## src/rtl/tx_generator.sv

```systemverilog
// tx_generator: LFSR-driven transaction stimulus generator with result accounting
module tx_generator #(
  parameter int USER_WIDTH    = 10,
  parameter int BALANCE_WIDTH = 64
) (
  input  logic                     clk,
  input  logic                     rst,
  input  logic                     cfg_start,
  input  logic                     cfg_stop,
  input  logic [31:0]              cfg_count,
  input  logic [7:0]               cfg_gap,
  input  logic [31:0]              cfg_seed,
  input  logic [BALANCE_WIDTH-1:0] cfg_amt_mask,
  output logic                     m_valid,
  output logic                     m_opcode,
  output logic [USER_WIDTH-1:0]    m_user_a,
  output logic [USER_WIDTH-1:0]    m_user_b,
  output logic [BALANCE_WIDTH-1:0] m_amount_0,
  output logic [BALANCE_WIDTH-1:0] m_amount_1,
  input  logic                     r_valid,
  input  logic                     r_success,
  output logic                     busy,
  output logic                     done,
  output logic                     err_timeout,
  output logic [31:0]              sent_cnt,
  output logic [31:0]              ok_cnt,
  output logic [31:0]              fail_cnt
);
  typedef enum logic [1:0] {IDLE, ISSUE, GAP, DRAIN} state_t;
  state_t state, state_nxt;
  logic [31:0] lfsr;
  logic [7:0]  gap_cnt;
  logic [3:0]  drain_cnt;
  logic        start_go, issue, balanced, drain_exit;
  logic [31:0] sent_next, lfsr_step, swapped;
  assign start_go   = (state == IDLE) && cfg_start;
  assign issue      = (state == ISSUE) && !cfg_stop;
  assign sent_next  = sent_cnt + 32'd1;
  assign balanced   = sent_cnt == ok_cnt + fail_cnt;
  assign drain_exit = (state == DRAIN) && (balanced || drain_cnt == 4'd15);
  assign lfsr_step  = {1'b0, lfsr[31:1]} ^ (lfsr[0] ? 32'h8020_0003 : 32'h0);
  assign swapped    = {lfsr[15:0], lfsr[31:16]};
  assign busy       = state != IDLE;
  // state register
  always_ff @(posedge clk or posedge rst)
    if (rst) state <= IDLE;
    else state <= state_nxt;
  // next-state: stop beats count-reached, count-reached beats gap
  always_comb begin
    state_nxt = state;
    case (state)
      IDLE:  state_nxt = cfg_start ? ISSUE : IDLE;
      ISSUE: state_nxt = cfg_stop ? DRAIN :
                         (cfg_count != 32'd0 && sent_next == cfg_count) ? DRAIN :
                         (cfg_gap != 8'd0) ? GAP : ISSUE;
      GAP:   state_nxt = cfg_stop ? DRAIN : (gap_cnt == 8'd0) ? ISSUE : GAP;
      DRAIN: state_nxt = drain_exit ? IDLE : DRAIN;
    endcase
  end
  // LFSR and registered beat fields, taken from the pre-step LFSR value
  always_ff @(posedge clk or posedge rst)
    if (rst) begin
      lfsr       <= 32'd1;
      m_valid    <= 1'b0;
      m_opcode   <= 1'b0;
      m_user_a   <= '0;
      m_user_b   <= '0;
      m_amount_0 <= '0;
      m_amount_1 <= '0;
    end else begin
      m_valid <= issue;
      if (start_go) lfsr <= (cfg_seed == 32'd0) ? 32'd1 : cfg_seed;
      else if (issue) lfsr <= lfsr_step;
      if (issue) begin
        m_user_a   <= lfsr[USER_WIDTH-1:0];
        m_user_b   <= lfsr[31:32-USER_WIDTH];
        m_opcode   <= lfsr[16];
        m_amount_0 <= BALANCE_WIDTH'(lfsr) & cfg_amt_mask;
        m_amount_1 <= BALANCE_WIDTH'(swapped) & cfg_amt_mask;
      end
    end
  // run statistics; results are counted in every state, start clears them
  always_ff @(posedge clk or posedge rst)
    if (rst) begin
      sent_cnt <= '0;
      ok_cnt   <= '0;
      fail_cnt <= '0;
    end else begin
      sent_cnt <= start_go ? 32'd0 : issue ? sent_next : sent_cnt;
      ok_cnt   <= start_go ? 32'd0 : ok_cnt + 32'(r_valid & r_success);
      fail_cnt <= start_go ? 32'd0 : fail_cnt + 32'(r_valid & ~r_success);
    end
  // gap countdown loaded on each beat, drain age counted while draining
  always_ff @(posedge clk or posedge rst)
    if (rst) begin
      gap_cnt   <= '0;
      drain_cnt <= '0;
    end else begin
      gap_cnt   <= issue ? cfg_gap - 8'd1 : (state == GAP) ? gap_cnt - 8'd1 : gap_cnt;
      drain_cnt <= (state == DRAIN) ? drain_cnt + 4'd1 : 4'd0;
    end
  // done pulse on drain exit; sticky timeout flag cleared by a new run
  always_ff @(posedge clk or posedge rst)
    if (rst) begin
      done        <= 1'b0;
      err_timeout <= 1'b0;
    end else begin
      done        <= drain_exit;
      err_timeout <= start_go ? 1'b0 : (drain_exit && !balanced) ? 1'b1 : err_timeout;
    end
endmodule

```

## config.mk

```make
export PLATFORM = sky130hd
export DESIGN_NAME = tx_generator
export DESIGN_NICKNAME = d
export VERILOG_FILES = /design/src/rtl/tx_generator.sv
export SDC_FILE = /design/constraint.sdc
export NUM_CORES = 1
export LEC_CHECK = 0
export ABC_AREA = 1
export BUFFER_PORTS_ARGS = -buffer_cell sky130_fd_sc_hd__buf_2
export CORE_ASPECT_RATIO = 0.7
export CORE_MARGIN = 2
export CORE_UTILIZATION = 55
export DETAILED_ROUTE_END_ITERATION = 16
export PLACE_DENSITY = 0.9
export SLEW_MARGIN = 0
export SYNTH_ARGS = -nofsm -noshare
export SYNTH_HDL_FRONTEND = slang
export SYNTH_SLANG_ARGS = --single-unit
export TNS_END_PERCENT = 50
```

## constraint.sdc

```tcl
create_clock -name clk -period 22 [get_ports clk]
set_input_delay 6.6 -clock clk [delete_from_list [all_inputs] [get_ports clk]]
set_output_delay 6.6 -clock clk [all_outputs]
set_load 0.03 [all_outputs]
```

# ---- Word level (Yosys, flattened, before mapping)
# Cells that the tools add are included.
dict set report classes {
  n_bitwise 6
  n_reduce_logical 17
  n_addsub 7
  eq_ne 6
  n_mux 21
}
# operator count
set op_table {}
lappend op_table {{32-bit 2-to-1 mux} 8}
lappend op_table {{32-bit by 64-bit bitwise AND with 64-bit output} 2}
lappend op_table {{32-bit adder} 2}
lappend op_table {{32-bit == test} 2}
lappend op_table {{32-bit by 1-bit adder with 32-bit output} 1}
lappend op_table {{32-bit by 1-bit adder with 32-bit output (second input constant)} 1}
lappend op_table {{1-bit by 32-bit bitwise AND with 32-bit output} 1}
lappend op_table {{32-bit logical NOT} 1}
lappend op_table {{1-bit NOT with 32-bit output} 1}
lappend op_table {{32-bit nonzero test} 1}
lappend op_table {{31-bit by 32-bit XOR with 32-bit output} 1}
lappend op_table {{8-bit 2-to-1 mux} 2}
lappend op_table {{8-bit by 1-bit subtractor with 8-bit output (second input constant)} 2}
lappend op_table {{2-bit 2-to-1 mux} 6}
lappend op_table {{8-bit logical NOT} 1}
lappend op_table {{2-bit one-hot mux with 4 select lines} 1}
lappend op_table {{2-bit nonzero test} 4}
lappend op_table {{8-bit nonzero test} 1}
lappend op_table {{1-bit logical AND} 5}
lappend op_table {{4-bit by 1-bit adder with 4-bit output (second input constant)} 1}
lappend op_table {{2-bit == test (second input constant)} 2}
lappend op_table {{4-bit == test (second input constant)} 1}
lappend op_table {{4-bit 2-to-1 mux} 1}
lappend op_table {{1-bit 2-to-1 mux} 3}
lappend op_table {{5 further kinds} 6}
dict set report word_totals {
  out_inout_bits 249
  elab_cells 72
  reg_bits 294
  input_bits 142
}

# ---- Depth between registers and ports, before layout
# Gate-level depths: netlist (run 1).
dict set report logic_depth {
  word_depth 7
  mapped_depth 20
  ltp_nobuf 20
}

# ---- Worst setup path after synthesis (run 1)
# OpenSTA, ideal clock, no wires.
dict set report synth_path {
  path_kind {input to register}
  start {input r_success}
  end {register ok_cnt[20]}
  slack_ps 13492
  setup_time_ps 126
  n_path_buf 0
  stages 17
  t_required_ps 21874
  arrival_time_ps 8382
  path_cell_list {nand2_1 > inv_1 > ha_1 > ha_1 > nand2_1 > nor2_2 > nand2_1 > nor3_2 > nand2_1 > nor2_1 > nand3_1 > nor3_2 > nand2_1 > nor2_1 > nand2_1 > o21ai_1 > a21oi_1}
}
dict set report synth_via {
  elab_chain_len 3
}
# item line
set synth_rtl {}
lappend synth_rtl {{start: declaration} 21} ;# input logic r_success,
lappend synth_rtl {{1-bit bitwise AND} 90} ;# ok_cnt <= start_go ? 32'd0 : ok_cnt + 32'(r_valid & r_success);
lappend synth_rtl {{32-bit by 1-bit adder with 32-bit output} 90}
lappend synth_rtl {{32-bit 2-to-1 mux} 90}
lappend synth_rtl {{end signal: assignment} 90}
lappend synth_rtl {{end: declaration} 26} ;# output logic [31:0] ok_cnt,
# No other way between the ends.
# A chain may end at the register's enable or synchronous reset.

# ---- Final worst setup path (run 1)
dict set report layout_path {
  start {input r_success}
  end {register ok_cnt[26]}
}
# Same word-level chain as after synthesis.

==> Flow_metrics.wiki, run 1 <==
{| class="wikitable"
! Metric !! Value
|-
| Required @ worst endpoint || 22.44 ns
|-
| Share of Yosys cell area claimed by the top area cell type || 0.382
|-
| Number of max-cap violations || 0
|-
| Maximum root-to-sink buffer count || 3
|-
| Residual DRC || 0
|-
| Number of distinct standard cells referenced by the synthesized netlist || 56
|-
| Switching portion of total power || 0.465
|-
| Setup Fix Bufs, Post-CTS || 0
|-
| Routed length on met2 || 21500 µm
|-
| Number of vias in the routed layout || roughly 15000
|-
| Number of buffers inserted during clock tree synthesis || 24
|-
| Power share of the clock group || 0.207
|-
| Pin count of the biggest net entering global routing || 148
|-
| Placed wire-length estimate || 36900 µm
|-
| I/O pin cnt || 391
|-
| Wire length the detailed router placed on met1 || around 20000 µm
|-
| Post-synthesis area per instance || a little under 7 µm²
|-
| Largest cells by area after synthesis || dfrtp_1 (38%), nand2_1 (17%), inv_1 (7.5%)
|-
| Post-synthesis to final-layout area growth || 15.6%
|-
| Initial Utilization || 0.560
|-
| Number of nets in the final layout || 2627
|-
| Wire length of the first global-routing pass || between 70000 and 80000 µm
|-
| End-of-flow core utilization || 0.647
|-
| Hold buffer count at CTS || 0
|-
| Period Utilization, post-route || 0.399
|-
| Static leakage || 9.43 nW
|-
| Placed instance count || 2784
|-
| Category of the most critical setup path || in -> reg
|-
| Total cell area at the placement stage || about 0.017 mm²
|-
| Number of antenna violations at the first check in global routing || 0
|-
| Power per cell area || ~110 mW/mm²
|-
| Total detailed-routing wirelength || 47700 µm
|-
| Post_cts resized || 0
|-
| Final worst clock skew || 0.00870 ns
|-
| Instance count of the mapped netlist || about 2200
|-
| Fin Setup TNS || 0 ns
|-
| Top layer reached by signal wires || met4
|-
| I/O Buffers || between 200 and 300
|-
| Floorplan die width || just over 200 µm
|-
| Largest voltage drop on the vdd net || 0.0883 mV
|-
| Pre-antenna DRT Iters || 5
|-
| Via/cell ratio || ~5.5
|-
| Height of the die || 142 µm
|-
| Clock Root Buffer || clkbuf_16
|-
| Final std cells w/o fill || 2820
|-
| Initial detailed-routing violation count || between 1000 and 1500
|-
| Count of standard-cell rows || 50
|-
| Antenna diodes || 0
|-
| Final setup viols || 0
|-
| Crit-path max FO || 4
|-
| Total core area || 0.0268 mm²
|-
| Setup repair after global routing missed its margin || no
|-
| Count of pins over their slew limit || 0
|-
| Top-count cell post-synth || nand2_1
|-
| Delay of the slowest critical-path stage || 0.74 ns
|-
| CP dominant cell by count || nand2_1
|-
| Proportion of synthesized chip area in sequential cells || 0.384
|-
| Pint || between 1 and 1.5 mW
|-
| Slowest stage cell on the critical path || nor4b_1
|-
| Clk_lat worst skew || about 0.54 ns
|-
| Data arrival at the endpoint of the critical path || 9.22 ns
|-
| Met3 Routed Length || ~4900 µm
|-
| Min cycle time layout || 8.78 ns
|-
| Maximum level of the CTS H-tree || 1
|-
| Grt ovf || 0
|-
| Number of enable flip-flop cells after synthesis || 0
|-
| Via count of the first global-routing pass || 14600
|-
| Series of cell instances along the critical path || buf_2, nand2_1, inv_1, ha_1, ha_1, nand2_1, nor2_2, nand2_1, inv_1, nand4_1, nor4b_1, nand2_1, nor2_1, nand2_1, nand2_1, nor2_1
|-
| Slew at the pin with the worst max-slew slack || around 1.2 ns
|-
| Clock tree from TritonCTS || yes
|-
| Number of warnings reported in the yosys synthesis log || 0
|-
| Max Freq || 0.114 GHz
|-
| Dominant register cell in the synthesized netlist || dfrtp_1
|-
| Routed Antenna Nets || 0
|-
| Post-route cell area || approximately 0.017 mm²
|-
| Die Area || roughly 0.029 mm²
|-
| Final hold violations || 0
|-
| Combinational group share of total power || 0.438
|-
| Sinks on Clock Net || 230
|-
| Share of power burned in registers || 0.355
|-
| Filler Cells Inserted || around 2300
|-
| Routed wirelength normalized by instance count || 16.9 µm
|-
| Reported net switching power || 0.906 mW
|-
| Cell type contributing the most total cell area after synthesis || dfrtp_1
|-
| Top cells by count, synth || nand2_1 (676), inv_1 (301), dfrtp_1 (229), nor2_1 (173), nand3_1 (152)
|-
| Category of the worst setup path capture point || flip-flop
|-
| Result of the run || finished clean
|-
| Gp weighted congestion || just under 1
|-
| Proportion of register bits with asynchronous set or reset after synthesis || 1.00
|-
| Max-Slew Margin vs Limit || 0.181
|-
| Critical Path Start Type || primary input
|-
| Post-route worst hold slack || 0.456 ns
|-
| Overall Global Routing Usage || 0.331
|-
| Seq cells post-synth || between 200 and 250
|-
| Clk slew on worst S/H paths || 0.06 ns
|-
| Cell area after synthesis || between 0.01 and 0.015 mm²
|-
| Share of final-layout standard cells stronger than drive strength 1 || 0.160
|-
| Type of the most critical hold path || reg -> reg
|}
==> cells in the final DEF, fill, tap and decap left out, drive strengths merged, types with 2 or more instances in the layout <==
cell,n
xor2,17
o22ai,25
nor2,192
or2,3
dfrtp,229
buf,300
nand3b,9
ha,38
o21a,5
xnor2,18
o21bai,2
a31oi,3
a221oi,3
clkinv,6
o211ai,17
conb,64
nand4,39
clkbuf,30
nor4,19
nor3,55
nor3b,2
bufinv,2
a21oi,77
nand3,159
o21ai,133
nand2,685
inv,308
and2,3
==> critical path: cells and delay by family <==
kind                     cells  cell delay, ns
buffers and inverters        3            0.28
AND/OR/NAND/NOR             11            1.92
adder cells (fa/ha/maj)      2            0.41
==> final cells by class <==
type / count / area, µm² / share of cell area
multi-input cells: 1579 / 7680 / 0.443
repair buffers: 300 / 1520 / 0.0875
clock inverters: 6 / 108 / 0.00621
flip-flops and latches: 230 / 5760 / 0.332
clock buffers: 30 / 643 / 0.0371
well taps: 364 / 455 / 0.0263
inverters: 311 / 1180 / 0.0679
==> layer usage <==
metal	track usage	vias to the layer above
met4	0.0882	0
met3	0.0703	119
met2	0.537	824
met5	0	-
met1	0.454	7125
li1	-	7392
==> final timing paths <==
| path | startpoint | to | slack [ns] | cells past startpoint |
|---|---|---|---|---|
| max in group asynchronous | rst | m_amount_0[1] | 13.97 | 3 |
| min in group asynchronous | rst | fail_cnt[11] | 6.22 | 2 |
| worst min register to register | drain_cnt[0] | drain_cnt[0] | 0.46 | 1 |
| worst max register to register | ok_cnt[0] | state[0] | 18.84 | 18 |
| worst max-delay path | r_success | ok_cnt[26] | 13.22 | 16 |
| worst min-delay path | drain_cnt[0] | drain_cnt[0] | 0.46 | 1 |
==> flip-flops by register name (all words and copies together) (netlist names) <==
register	flops
fail_cnt	32
lfsr	32
m_amount_0	32
m_amount_1	32
ok_cnt	32
sent_cnt	32
m_user_a	10
m_user_b	10
gap_cnt	8
drain_cnt	4
state	2
done	1
err_timeout	1
m_opcode	1
m_valid	1
==> through the flow <==
| step | total power, mW | setup slack [ns] |
|---|---|---|
| after floorplan | 1.28 | 9.10 |
| after global placement | 1.51 | 12.86 |
| after detailed placement | 1.54 | 12.77 |
| after CTS | 1.94 | 13.29 |
| after global routing | 2.07 | 12.83 |
| final | 1.95 | 13.22 |
==> cells by family (layout without fill, tap and decap cells) <==
logic type,Yosys count,count (layout),share of synthesized area
xor gates and xnor gates,36,36,0.0230
AOI/OAI and AO/OA,271,271,0.0991
DFF,230,230,0.384
other,1,64,0.000250
buffers and inverters,413,647,0.120
muxes,1,1,0.000668
adders and majority gates,39,39,0.0330
and+or+nand+nor,1168,1168,0.340
==> power by group through the flow <==
stage | registers, mW | clock network, mW | logic, mW
finish | 0.691 | 0.404 | 0.853
global route | 0.706 | 0.424 | 0.936
CTS | 0.687 | 0.406 | 0.847
detailed placement | 0.690 | 0 | 0.846
global placement | 0.687 | 0 | 0.820
floorplan | 0.834 | 0 | 0.446
Power figures use the tool's default switching activity.
==> run 2: changes to the inputs <==
--- a/config.mk
+++ b/config.mk
@@ -9,9 +9,9 @@
 export BUFFER_PORTS_ARGS = -buffer_cell sky130_fd_sc_hd__buf_2
 export CORE_ASPECT_RATIO = 0.7
 export CORE_MARGIN = 2
-export CORE_UTILIZATION = 55
+export CORE_UTILIZATION = 54
 export DETAILED_ROUTE_END_ITERATION = 16
-export PLACE_DENSITY = 0.9
+export PLACE_DENSITY = 0.88
 export SLEW_MARGIN = 0
 export SYNTH_ARGS = -nofsm -noshare
 export SYNTH_HDL_FRONTEND = slang
==> constraint.sdc (replaced) <==
create_clock -name clk -period 9.2 [get_ports clk]
set_input_delay 2.76 -clock clk [delete_from_list [all_inputs] [get_ports clk]]
set_output_delay 2.76 -clock clk [all_outputs]
set_load 0.03 [all_outputs]
==> run 2 against run 1 <==
Global-route usage shrank 0.65 points. Setup slack lost 9.4 ns. Final cell count grew 0.32%. First-iteration DRC count grew 3.9%. Via count grew 0.58%. Clock skew grew 0.0034 ns. Die area grew 1.8%. Critical path type unchanged.
==> Flow_metrics.wiki, run 2 (synthesis results as in run 1) <==
{| class="wikitable"
! Metric !! Value
|-
| Wire length of the first global-routing pass || 75100 µm (-1.2%)
|-
| Setup slack at placement || 3.28 ns (-9.49 ns)
|-
| Share of final-layout standard cells stronger than drive strength 1 || 0.164 (+0.00388)
|-
| Commonest cells after routing, fill and taps aside || nand2_1 (674), inv_1 (300), buf_2 (294)
|-
| Result of the run || finished clean
|-
| Final worst clock skew || 0.0121 ns (+0.00344 ns)
|-
| Grt ovf || 0 (unchanged)
|-
| Final setup viols || 0 (unchanged)
|-
| Pin count of the biggest net entering global routing || 113 (-24%)
|-
| Number of max-cap violations || 0 (unchanged)
|-
| I/O Buffers || 294 (unchanged)
|-
| Fin Setup TNS || 0 ns (unchanged)
|-
| Series of cell instances along the critical path || buf_2, inv_1, nand2_4, buf_4, o21ai_0, inv_1, ha_1, inv_1, nor2_1, nand2_1, or3_1, or2_0, nand3_1, o21ai_1
|-
| Height of the die || 143 µm (+0.90%)
|-
| Reg-to-reg slack, setup || 5.65 ns (-13.19 ns)
|-
| Setup Fix Bufs, Post-CTS || 0 (unchanged)
|-
| Clk_lat worst skew || 0.55 ns (about the same)
|-
| Floorplan die width || 203 µm (+0.90%)
|-
| Via count of the first global-routing pass || 14400 (-1.2%)
|-
| Total core area || 0.0270 mm² (+0.93%)
|-
| I/O pin cnt || 391 (unchanged)
|-
| Max-Slew Margin vs Limit || 0.346 (+0.165)
|-
| Residual DRC || 0 (unchanged)
|-
| Via/cell ratio || 5.50 (+0.26%)
|-
| Number of buffers inserted during clock tree synthesis || 24 (unchanged)
|-
| Category of the worst setup path capture point || flip-flop
|-
| Count of standard-cell rows || 50 (unchanged)
|-
| Type of the most critical hold path || reg -> reg
|-
| Number of nets in the final layout || 2629 (+0.076%)
|-
| Clock Root Buffer || clkbuf_16
|-
| Category of the most critical setup path || in -> reg
|-
| Worst setup path end || gap_cnt[6]
|-
| Depth of the most critical reg-to-reg path || 14 (-4)
|-
| Maximum level of the CTS H-tree || 1 (unchanged)
|-
| Sinks on Clock Net || 230 (unchanged)
|-
| Start point of the worst min-delay path || drain_cnt[0]
|-
| Max Freq || 0.184 GHz
|-
| Maximum root-to-sink buffer count || 3 (unchanged)
|-
| Static leakage || 9.46 nW (+0.30%)
|-
| Pre-antenna DRT Iters || 7 (+2)
|-
| Delay of the slowest critical-path stage || 0.79 ns (+0.05 ns)
|-
| Leading cell type in the layout, fill and taps excluded || nand2_1
|-
| Clock tree from TritonCTS || yes
|-
| Routed wirelength normalized by instance count || 17.0 µm (+0.48%)
|-
| Final hold violations || 0 (unchanged)
|-
| Total detailed-routing wirelength || 48100 µm (+0.80%)
|-
| Hold buffer count at CTS || 0 (unchanged)
|-
| Count of pins over their slew limit || 0 (unchanged)
|-
| Period Utilization, post-route || 0.590
|-
| Largest voltage drop on the vdd net || 0.284 mV (+220%)
|-
| Required @ worst endpoint || 9.63 ns (-12.81 ns)
|-
| Reg-to-Reg End || gap_cnt[6]
|-
| Post-route worst hold slack || 0.460 ns (+0.00440 ns)
|-
| Initial detailed-routing violation count || 1534 (+3.9%)
|-
| Source of the worst register-to-register timing path || state[0]
|-
| Slew at the pin with the worst max-slew slack || 0.981 ns (-0.248 ns)
|-
| Overall Global Routing Usage || 0.325 (-0.00655)
|-
| Post_cts resized || 0 (unchanged)
|-
| Number of antenna violations at the first check in global routing || 0 (unchanged)
|-
| Launch point of the worst path || cfg_stop
|-
| Setup repair after global routing missed its margin || no
|-
| Initial Utilization || 0.555 (-0.00518)
|-
| Min cycle time layout || between 5 and 6 ns
|-
| Routed Antenna Nets || 0 (unchanged)
|-
| Post-synthesis to final-layout area growth || 16.1%
|-
| Placed wire-length estimate || 36900 µm (-0.11%)
|-
| Power per cell area || 270 mW/mm² (+140%)
|-
| Clk slew on worst S/H paths || 0.06 ns (about the same)
|-
| Critical Path Start Type || primary input
|-
| Data arrival at the endpoint of the critical path || 5.85 ns (-3.37 ns)
|-
| Number of vias in the routed layout || 15500 (+0.58%)
|-
| Crit path setup slack, layout || 3.78 ns (-9.45 ns)
|-
| Slowest stage cell on the critical path || buf_4
|-
| CP dominant cell by count || inv_1
|-
| Antenna diodes || 0 (unchanged)
|-
| Crit-path max FO || 86 (+82)
|-
| Die Area || 0.0291 mm² (+1.8%)
|-
| Gp weighted congestion || 0.972 (-0.83%)
|}
==> run 2: changes by cell type in the layout (fill, tap and decap cells not counted), sizes merged <==
cell	previous run	this run
buf	300	302
bufinv	2	1
clkinv	6	11
clkinvlp	1	4
==> run 2: metrics by stage <==
step,area (µm²),utilization,power [mW],std cells
floorplan,15200,-,3.06,2222
global placement,16600,0.614,3.61,2786
detailed placement,16600,0.614,3.68,2786
CTS,17400,0.644,4.68,2829
global route,17400,0.644,4.97,2829
finish,17400,0.644,4.69,2829
==> run 2: per-layer routing <==
layer,track usage,part of all wire,wire length [µm],vias to the layer above
li1,-,-,-,7398
met1,0.444,0.42,20000,7273
met2,0.526,0.45,21800,799
met3,0.0746,0.11,5300,79
met4,0.0791,0.021,988,0
met5,0,0,0,-
==> run 2: worst min-delay path by stage <==
stage | to | slack, ns | cells after the start
4_1_cts | drain_cnt[0] | 0.46 | 1
5_1_grt | drain_cnt[0] | 0.49 | 1
6_report | drain_cnt[0] | 0.46 | 1
3_5_place_dp | drain_cnt[0] | 0.46 | 1
2_1_floorplan | drain_cnt[0] | 0.43 | 1
3_3_place_gp | drain_cnt[0] | 0.45 | 1
==> run 2: power breakdown <==
part / internal, mW / leakage (nW) / switching [mW]
sequential: 1.32 / 3.06 / 0.332
combinational: 0.618 / 6.02 / 1.43
clock: 0.547 / 0.381 / 0.443
total: 2.49 / 9.46 / 2.20
==> run 2: worst max-delay path: cells and delay by family <==
family	cells	cell delay [ns]
AO/OA/AOI/OAI	2	0.40
adder cells (fa/ha/maj)	1	0.18
buffers and inverters	5	1.17
AND/OR/NAND/NOR	6	1.24
==> run 2: area by class of cell <==
class                   instances  area, µm²
clock buffers                  30        663
well taps                     364        455
inverters                     311       1180
repair buffers                302       1530
fillers                      2427       9630
multi-input cells            1579       7680
flip-flops and latches        230       5760
clock inverters                13        136
==> run 3: changes to the inputs <==
--- a/config.mk
+++ b/config.mk
@@ -5,13 +5,13 @@
 export SDC_FILE = /design/constraint.sdc
 export NUM_CORES = 1
 export LEC_CHECK = 0
-export ABC_AREA = 1
+export ABC_AREA = 0
 export BUFFER_PORTS_ARGS = -buffer_cell sky130_fd_sc_hd__buf_2
 export CORE_ASPECT_RATIO = 0.7
 export CORE_MARGIN = 2
 export CORE_UTILIZATION = 54
 export DETAILED_ROUTE_END_ITERATION = 16
-export PLACE_DENSITY = 0.88
+export PLACE_DENSITY = 0.89
 export SLEW_MARGIN = 0
 export SYNTH_ARGS = -nofsm -noshare
 export SYNTH_HDL_FRONTEND = slang
==> constraint.sdc (replaced) <==
create_clock -name clk -period 5.25 [get_ports clk]
set_input_delay 1.575 -clock clk [delete_from_list [all_inputs] [get_ports clk]]
set_output_delay 1.575 -clock clk [all_outputs]
set_load 0.03 [all_outputs]
==> run 3 against run 2 <==
Critical path depth fell by 2. Routed wire length fell by 4.8%. Synthesized cell count fell by 21%. Combinational power is 28% higher. First-iteration DRC count down 0.72%. Via count is 10% lower. Critical path type is now reg -> reg. Critical endpoint is now state[0]. Largest cell class unchanged.
==> Flow_metrics.wiki, run 3 <==
{| class="wikitable"
! Metric !! Value
|-
| Critical path buffers and inverters || 0 (-5)
|-
| Setup repair after global routing missed its margin || no
|-
| I/O Buffers || 294 (unchanged)
|-
| Top layer reached by signal wires || met5
|-
| Height of the die || 140 µm (-2.5%)
|-
| Routed length on met2 || 19400 µm (-11%)
|-
| Register area || 0.00576 mm² (unchanged)
|-
| Pin count of the biggest net entering global routing || 117 (+3.5%)
|-
| Cell type contributing the most total cell area after synthesis || dfrtp_1
|-
| Maximum root-to-sink buffer count || 3 (unchanged)
|-
| Power per cell area || 434 mW/mm² (+61%)
|-
| Total core area || 0.0258 mm² (-4.5%)
|-
| Top-count cell post-synth || nand2_1
|-
| Die Area || 0.0277 mm² (-5.0%)
|-
| Proportion of synthesized chip area in sequential cells || 0.405 (+0.0206)
|-
| Critical Path Start Type || flip-flop
|-
| Cell area after synthesis || 0.0142 mm² (-5.1%)
|-
| Fin Setup TNS || 0 ns (unchanged)
|-
| Number of antenna violations at the first check in global routing || 5 (+5)
|-
| Required @ worst endpoint || 5.67 ns (-3.96 ns)
|-
| Largest cells by area after synthesis || dfrtp_1 (40%), nand2_1 (8.8%), xor2_1 (5.0%)
|-
| Source of the worst register-to-register timing path || ok_cnt[0]
|-
| Multi-input combinational cell area || 0.00779 mm² (+1.5%)
|-
| Worst hold stages || 2 (+1)
|-
| Number of buffers inserted during clock tree synthesis || 24 (unchanged)
|-
| Pre-antenna DRT Iters || 5 (-2)
|-
| Max Freq || about 0.21 GHz
|-
| Met3 Routed Length || 5590 µm (+5.5%)
|-
| Seq cells post-synth || 230 (unchanged)
|-
| Start point of the worst min-delay path || m_amount_1[31]
|-
| Post-synthesis area per instance || 8.31 µm² (+20%)
|-
| Number of enable flip-flop cells after synthesis || 0 (unchanged)
|-
| Result of the run || finished clean
|-
| Share of final-layout standard cells stronger than drive strength 1 || 0.188 (+0.0245)
|-
| Share of Yosys cell area claimed by the top area cell type || 0.403 (+0.0205)
|-
| Leading cell type in the layout, fill and taps excluded || nand2_1
|-
| Final std cells w/o fill || 2330 (-18%)
|-
| Wire length the detailed router placed on met1 || 19900 µm (-0.39%)
|-
| Residual DRC || 0 (unchanged)
|-
| Floorplan die width || 198 µm (-2.5%)
|-
| Slew at the pin with the worst max-slew slack || 1.05 ns (+0.0678 ns)
|-
| Reg-to-Reg End || state[0]
|-
| Total detailed-routing wirelength || 45800 µm (-4.8%)
|-
| Placed instance count || 2282 (-18%)
|-
| Number of max-cap violations || 0 (unchanged)
|-
| Reg-to-reg slack, setup || 0.46 ns (-5.19 ns)
|-
| Via/cell ratio || 5.98 (+8.8%)
|-
| Largest voltage drop on the vdd net || 0.529 mV (+86%)
|-
| Clock tree from TritonCTS || yes
|-
| Top cells by count, synth || nand2_1 (335), dfrtp_1 (229), nor2_1 (154), nand3_1 (113), o21ai_0 (87)
|-
| Proportion of register bits with asynchronous set or reset after synthesis || 1.00 (unchanged)
|-
| Count of standard-cell rows || 49 (-2.0%)
|-
| Category of the worst setup path capture point || flip-flop
|-
| Depth of the most critical reg-to-reg path || 12 (-2)
|-
| Static leakage || 8.26 nW (-13%)
|-
| Hold buffer count at CTS || 0 (unchanged)
|-
| Dominant register cell in the synthesized netlist || dfrtp_1
|-
| Crit-path max FO || 5 (-94%)
|-
| Routed wirelength normalized by instance count || 19.6 µm (+16%)
|-
| Number of warnings reported in the yosys synthesis log || 0 (unchanged)
|-
| Sink of the worst hold path || m_amount_1[31]
|-
| Type of the most critical hold path || reg -> reg
|-
| Commonest cells after routing, fill and taps aside || nand2_1 (334), buf_2 (294), dfrtp_1 (229)
|-
| Number of distinct standard cells referenced by the synthesized netlist || 75 (+34%)
|-
| Filler Cells Inserted || 2207 (-9.1%)
|-
| Maximum level of the CTS H-tree || 1 (unchanged)
|-
| Initial Utilization || 0.551 (-0.00351)
|-
| Routed Antenna Nets || 0 (unchanged)
|-
| Placed wire-length estimate || 34400 µm (-6.7%)
|-
| Clk_lat worst skew || 0.53 ns (-0.02 ns)
|-
| Count of pins over their slew limit || 0 (unchanged)
|-
| Category of the most critical setup path || reg -> reg
|-
| Series of cell instances along the critical path || ha_1, fa_1, a21o_1, a221oi_2, nor3_1, a2111o_1, a2111oi_0, o2111ai_1, or4_1, nor3_2, o21ai_1, a31o_1
|-
| Number of nets in the final layout || 2132 (-19%)
|-
| Final worst clock skew || 0.0127 ns (+0.000586 ns)
|-
| Final hold violations || 0 (unchanged)
|-
| Grt ovf || 0 (unchanged)
|-
| Via count of the first global-routing pass || 12600 (-13%)
|-
| Final setup viols || 0 (unchanged)
|-
| Post-route worst hold slack || 0.461 ns (+0.000894 ns)
|-
| Gp weighted congestion || 0.989 (+1.7%)
|-
| Initial detailed-routing violation count || 1523 (-0.72%)
|-
| Sinks on Clock Net || 230 (unchanged)
|-
| Clk slew on worst S/H paths || 0.07 ns (about the same)
|-
| Wire length of the first global-routing pass || 70100 µm (-6.6%)
|-
| Post_cts resized || 0 (unchanged)
|-
| Delay of the slowest critical-path stage || 0.75 ns (-0.04 ns)
|-
| I/O pin cnt || 391 (unchanged)
|-
| Data arrival at the endpoint of the critical path || 5.21 ns (-0.64 ns)
|-
| Post-synthesis to final-layout area growth || 15.8%
|-
| Max-Slew Margin vs Limit || 0.301 (-0.0445)
|-
| Number of vias in the routed layout || 13900 (-10%)
|-
| Crit path max-delay family || compound AO/OA/AOI/OAI gates
|-
| Clock Root Buffer || clkbuf_16
|-
| Instance count of the mapped netlist || 1712 (-21%)
|-
| Period Utilization, post-route || 0.913
|-
| Slowest stage cell on the critical path || a2111oi_0
|-
| Min cycle time layout || 4.79 ns
|-
| Overall Global Routing Usage || 0.323 (-0.00162)
|-
| Setup Fix Bufs, Post-CTS || 0 (unchanged)
|-
| End-of-flow core utilization || 0.638 (-0.00571)
|}
run 3: cell types whose count changed after synthesis, sizes merged, moves of 28 or more:
cell	delta
inv	-290
o21ai	-40
nor3	-28
nand2	-350
nor2	-37
xor2	+65
clkbuf	+47
nand3	-46
xnor2	+52
run 3: logic make-up after synthesis:
group,Yosys count,synth area share
other,1,0.000264
xor gates and xnor gates,152,0.0941
muxes,11,0.00792
DFF,230,0.405
and+or+nand+nor,778,0.247
buffers and inverters,176,0.0649
AOI/OAI and AO/OA,325,0.146
adders and majority gates,39,0.0348
run 3: power breakdown:
group | leakage [nW] | switching (mW) | internal [mW]
clock network | 0.379 | 0.742 | 0.984
registers | 3.04 | 0.546 | 2.26
logic | 4.84 | 1.82 | 0.796
total | 8.26 | 3.11 | 4.04
run 3: layout make-up:
class                   instances  area share
multi-input cells            1369       0.473
flip-flops and latches        230       0.350
repair buffers                308      0.0972
clock buffers                  35      0.0427
well taps                     357      0.0271
clock inverters                 9     0.00517
inverters                      18     0.00441
diodes                          4    0.000608
run 3: worst max path at each step:
stage / from / endpoint / slack (ns) / depth (start not counted)
after floorplan: rst / done / 0.67 / 1
after global placement: ok_cnt[0] / state[0] / 0.80 / 12
after detailed placement: ok_cnt[0] / state[0] / 0.70 / 12
after CTS: ok_cnt[0] / state[0] / 0.68 / 12
after global routing: ok_cnt[0] / state[0] / 0.36 / 12
final: ok_cnt[0] / state[0] / 0.46 / 12
run 3: stage by stage:
| step | setup WS [ns] | total power, mW | instance area, µm² |
|---|---|---|---|
| detailed placement | 0.704 | 5.39 | 15700 |
| CTS | 0.680 | 7.12 | 16500 |
| global placement | 0.801 | 5.27 | 15700 |
| finish | 0.458 | 7.15 | 16500 |
| global route | 0.359 | 7.52 | 16500 |
| floorplan | 0.668 | 4.52 | 14500 |
run 3: worst register-to-register path: stages, from the launching register on:
cell and delay, ns:
dfrtp_1 0.41, ha_1 0.26, fa_1 0.43, a21o_1 0.24, a221oi_2 0.43, nor3_1 0.12
a2111o_1 0.41, a2111oi_0 0.75, o2111ai_1 0.19, or4_1 0.47, nor3_2 0.51, o21ai_1 0.20
a31o_1 0.25
run 3: metal layers:
metal,vias up,global-route usage
met4,2,0.0689
met5,-,0
met3,57,0.0952
met1,6718,0.492
li1,6371,-
met2,781,0.450
